==> config.mk <==
export PLATFORM = sky130hd
export DESIGN_NAME = dff_reg
export DESIGN_NICKNAME = d
export VERILOG_FILES = /design/src/rtl/dff_reg_pkg.sv /design/src/rtl/dff_reg_stage.sv /design/src/rtl/dff_reg.sv
export SDC_FILE = /design/constraint.sdc
export NUM_CORES = 1
export LEC_CHECK = 0
export ABC_AREA = 1
export CAP_MARGIN = 20
export CORE_MARGIN = 2
export CORE_UTILIZATION = 32
export DETAILED_ROUTE_END_ITERATION = 12
export PLACE_DENSITY_LB_ADDON = 0.08
export SLEW_MARGIN = 20
export SYNTH_ARGS = -nofsm -noshare
export SYNTH_HDL_FRONTEND = slang
export SYNTH_HIERARCHICAL = 1
export SYNTH_SLANG_ARGS = --single-unit
==> constraint.sdc <==
create_clock -name clk -period 0.8 [get_ports clk]
set_input_delay 0.24 -clock clk [delete_from_list [all_inputs] [get_ports clk]]
set_output_delay 0.24 -clock clk [all_outputs]
set_load 0.05 [all_outputs]
==> src/rtl/dff_reg_pkg.sv <==
// Shared types and constants for the FIR delay-register slice.
// Feature macro: DFF_REG_CE_EN (adds a clock enable to dff_reg / dff_reg_stage).
package dff_reg_pkg;

    localparam int DFF_REG_DEFAULT_WIDTH = 16;

    typedef logic signed [15:0] fir_acc_t;

    localparam fir_acc_t FIR_ACC_ZERO = '0;

endpackage : dff_reg_pkg

==> src/rtl/dff_reg_stage.sv <==
// One WIDTH-bit register stage with synchronous active-high reset.
// Feature macro: DFF_REG_CE_EN adds input ce; when low the stage holds its value.
module dff_reg_stage
    import dff_reg_pkg::*;
#(
    parameter int               WIDTH     = DFF_REG_DEFAULT_WIDTH,
    parameter logic [WIDTH-1:0] RESET_VAL = '0
) (
    input  logic             clk,
    input  logic             reset,
`ifdef DFF_REG_CE_EN
    input  logic             ce,
`endif
    input  logic [WIDTH-1:0] d,
    output logic [WIDTH-1:0] q
);

    logic [WIDTH-1:0] data_d;
    logic [WIDTH-1:0] data_q;

    // Next-state selection: load d, or hold when the enable is low.
    always_comb begin
        data_d = data_q;
`ifdef DFF_REG_CE_EN
        if (ce) begin
            data_d = d;
        end else begin
            data_d = data_q;
        end
`else
        data_d = d;
`endif
    end

    // State register; reset outranks the enable and the data path.
    always_ff @(posedge clk) begin
        if (reset) begin
            data_q <= RESET_VAL;
        end else begin
            data_q <= data_d;
        end
    end

    assign q = data_q;

endmodule : dff_reg_stage

==> src/rtl/dff_reg.sv <==
// Bit-exact delay line of STAGES back-to-back registers, used between FIR adder stages.
// Feature macro: DFF_REG_CE_EN adds input ce after reset (stall all stages when low).
module dff_reg
    import dff_reg_pkg::*;
#(
    parameter int               WIDTH     = DFF_REG_DEFAULT_WIDTH,
    parameter int               STAGES    = 1,
    parameter logic [WIDTH-1:0] RESET_VAL = '0
) (
    input  logic             clk,
    input  logic             reset,
`ifdef DFF_REG_CE_EN
    input  logic             ce,
`endif
    input  logic [WIDTH-1:0] d,
    output logic [WIDTH-1:0] q
);

    logic [WIDTH-1:0] stage_q [STAGES];

    generate
        if (STAGES < 1 || WIDTH < 1) begin : g_param_check
            $fatal(1, "dff_reg: STAGES and WIDTH must both be at least 1");
        end

        for (genvar k = 0; k < STAGES; k++) begin : g_stage
            logic [WIDTH-1:0] stage_d;

            if (k == 0) begin : g_head
                assign stage_d = d;
            end else begin : g_link
                assign stage_d = stage_q[k-1];
            end

            dff_reg_stage #(
                .WIDTH     (WIDTH),
                .RESET_VAL (RESET_VAL)
            ) u_stage (
                .clk   (clk),
                .reset (reset),
`ifdef DFF_REG_CE_EN
                .ce    (ce),
`endif
                .d     (stage_d),
                .q     (stage_q[k])
            );
        end
    endgenerate

    // q comes straight from the last stage's flops: no path from d or reset.
    assign q = stage_q[STAGES-1];

endmodule : dff_reg

==> qor.txt, run 1 <==
vias -> 396
post-route cell area -> 1030 um2
synth warn -> 6
FP Rows -> 13
All-Layer GR Usage -> 13.1%
Max Cap Viol -> 0
Syn Area/Cell -> 9.48 um2
crit path max fanout -> 1
number of I/O pins -> 34
fillcell total -> 103
minimum clock period -> 1000 ps
Final WS setup -> -204 ps
final setup fails -> 16
Worst-Margin Slew -> 102 ps
synthesized cell area -> 474 um2
Mapped Cells -> 50
Post-layout nets -> 106
largest net degree at the start of global routing -> 11
Peak supply drop -> 0.00127 V
violations in the final reports -> setup timing
WL final -> 1040 um
critical-path cell list -> buf_12
H-tree levels -> 1
cell family with most CP delay -> flip-flops
Slew HR -> 93.2%
Power Dens Cells -> 1800 nW/um2
post-synth top area share -> 67.5%
Detailed Place HPWL -> 907 um
Reg clk slew, reported paths -> 90 ps
Fin. Hold Viols -> 0
buffers plus inverters on the worst setup path -> 1
Die Height -> 42.5 um
layout cell share with drive strength beyond 1 -> 47.1%
crit share post-route -> 126%
crit end category -> primary output
DRC viols -> 0
vias in the first global route -> 407
DRT antenna net count -> 0
Lkg Pwr -> 0.491 nW
register area share after synthesis -> 67.5%
Critical path origin -> g_stage[0].u_stage/q[0]
largest cells by area after synthesis -> dfxtp_1, inv_1, nor2_1, nor2_2, buf_8
GP Congestion -> 0.600
Iter 0 DRT Violations -> 5
startpoint types -> register
# Post-CTS Setup Buffers -> 0
Yosys cell types -> 6
Cells after DPL -> 98
CP Class -> reg2out
global-route congestion overflow total -> 0
clk root buf -> clkbuf_4
cts bufs inserted -> 3
Crit path required time -> 560 ps
die area -> 1810 um2
CTS sink cnt -> 16
CTS Hold Bufs -> 0
CTS tree -> yes
via/cell ratio -> 3.88
Hold Path Class -> in2reg
Syn Nets -> 68
Port Buffers -> 33
first-pass GRT wire length -> 1710 um
status -> complete, but fails checks
max reg flops -> 16
hold path cells -> 3
Min Hold Slack -> 467 ps
Hold EP -> g_stage[0].u_stage/q[1]
setup_tns -> -3070 ps
initial core utilization -> 35.1%
Post-DP Area -> 992 um2
CP max-delay cell -> dfxtp_2
max frequency -> 996 MHz
Power Total -> 1.85 mW
cell accounting for the most synthesized area -> dfxtp_1
n_diodes -> 0
max-slew violation count -> 0
RSZ-0062 raised after global routing -> yes
CTS max path bufs -> 2
Synth-to-Final Area Change -> 117%
WP data arrival -> 760 ps
Wirelength per Cell -> 10.2 um
#FFs+latches synth -> 16
initial antenna violation count -> 0
router iterations before antenna repair -> 2
core area -> 1350 um2
non-filler instance count after layout -> 102
Hold Startpoint -> d[1]
slowest stage delay, CP -> 360 ps
chip width -> 42.5 um
-- how the worst max path moves through the flow --
stage                                          end  slack, ps  cells after the start
after global routing                          q[0]       -240                      1
final                                         q[0]       -200                      1
after floorplan                               q[0]        110                      0
after global placement    g_stage[0].u_stage/q[13]       -250                      3
after detailed placement   g_stage[0].u_stage/q[5]       -270                      3
after CTS                                     q[0]       -220                      1
-- cell families after synthesis --
group	after synthesis	synth area share, %
buffers and inverters	18	18.2
flip-flops	16	67.5
AND/OR/NAND/NOR	16	14.2
-- cell usage after synthesis --
library cell  number
nor2_2             3
inv_1             16
dfxtp_1           16
buf_8              1
nor2_1            13
buf_6              1
-- power breakdown --
part | internal (mW) | total, mW | switching [mW]
Sequential | 0.848 | 0.883 | 0.0350
Combinational | 0.252 | 0.464 | 0.211
Clock | 0.276 | 0.504 | 0.228
-- routing by layer --
layer | up-vias | global-route usage, % | part of all wire [%]
met2 | 20 | 26.2 | 58
met5 | - | 0 | 0
li1 | 206 | - | -
met1 | 170 | 12.2 | 34
met4 | 0 | 5.63 | 0
met3 | 0 | 3.02 | 7.3
-- tightest hold or removal path, stage by stage --
cell	delay (ps)
clkdlybuf4s50_1	390
inv_1	50
nor2_1	30
-- placed cells by master, fill, tap and decap left out --
cell type and count:
clkdlybuf4s50_1 17, dfxtp_2 16, clkbuf_4 3, buf_12 16, nor2_2 3, clkbuf_8 1
inv_1 16, buf_4 2, nor2_1 13
-- stage by stage --
| step | setup slack (ps) | utilization [%] |
|---|---|---|
| after global placement | -250 | 73.5 |
| final | -204 | 76.2 |
| after floorplan | 106 | - |
| after detailed placement | -274 | 73.5 |
| after global routing | -240 | 76.2 |
| after CTS | -222 | 76.2 |
-- final cells by class --
type	count	area (um2)	area share, %
clock buffers	4	36.3	3.53
inverters	16	60.1	5.84
multi-input cells	16	67.6	6.57
flip-flops and latches	16	340	33.1
well taps	15	18.8	1.82
repair buffers	35	505	49.1
-- timing repair --
item,in CTS,in global routing
pin swaps,0,0
setup endpoints to repair,16,16
gates resized for setup,0,0
Note: power is estimated with default switching activity, not from simulation.
==> run 2, diff against run 1 <==
--- a/config.mk
+++ b/config.mk
@@ -6,12 +6,11 @@
 export NUM_CORES = 1
 export LEC_CHECK = 0
 export ABC_AREA = 1
-export CAP_MARGIN = 20
+export CAP_MARGIN = 5
 export CORE_MARGIN = 2
 export CORE_UTILIZATION = 32
 export DETAILED_ROUTE_END_ITERATION = 12
 export PLACE_DENSITY_LB_ADDON = 0.08
-export SLEW_MARGIN = 20
 export SYNTH_ARGS = -nofsm -noshare
 export SYNTH_HDL_FRONTEND = slang
 export SYNTH_HIERARCHICAL = 1
==> results of run 2 <==
Final layout, timing and power as in run 1 (identical DEF).
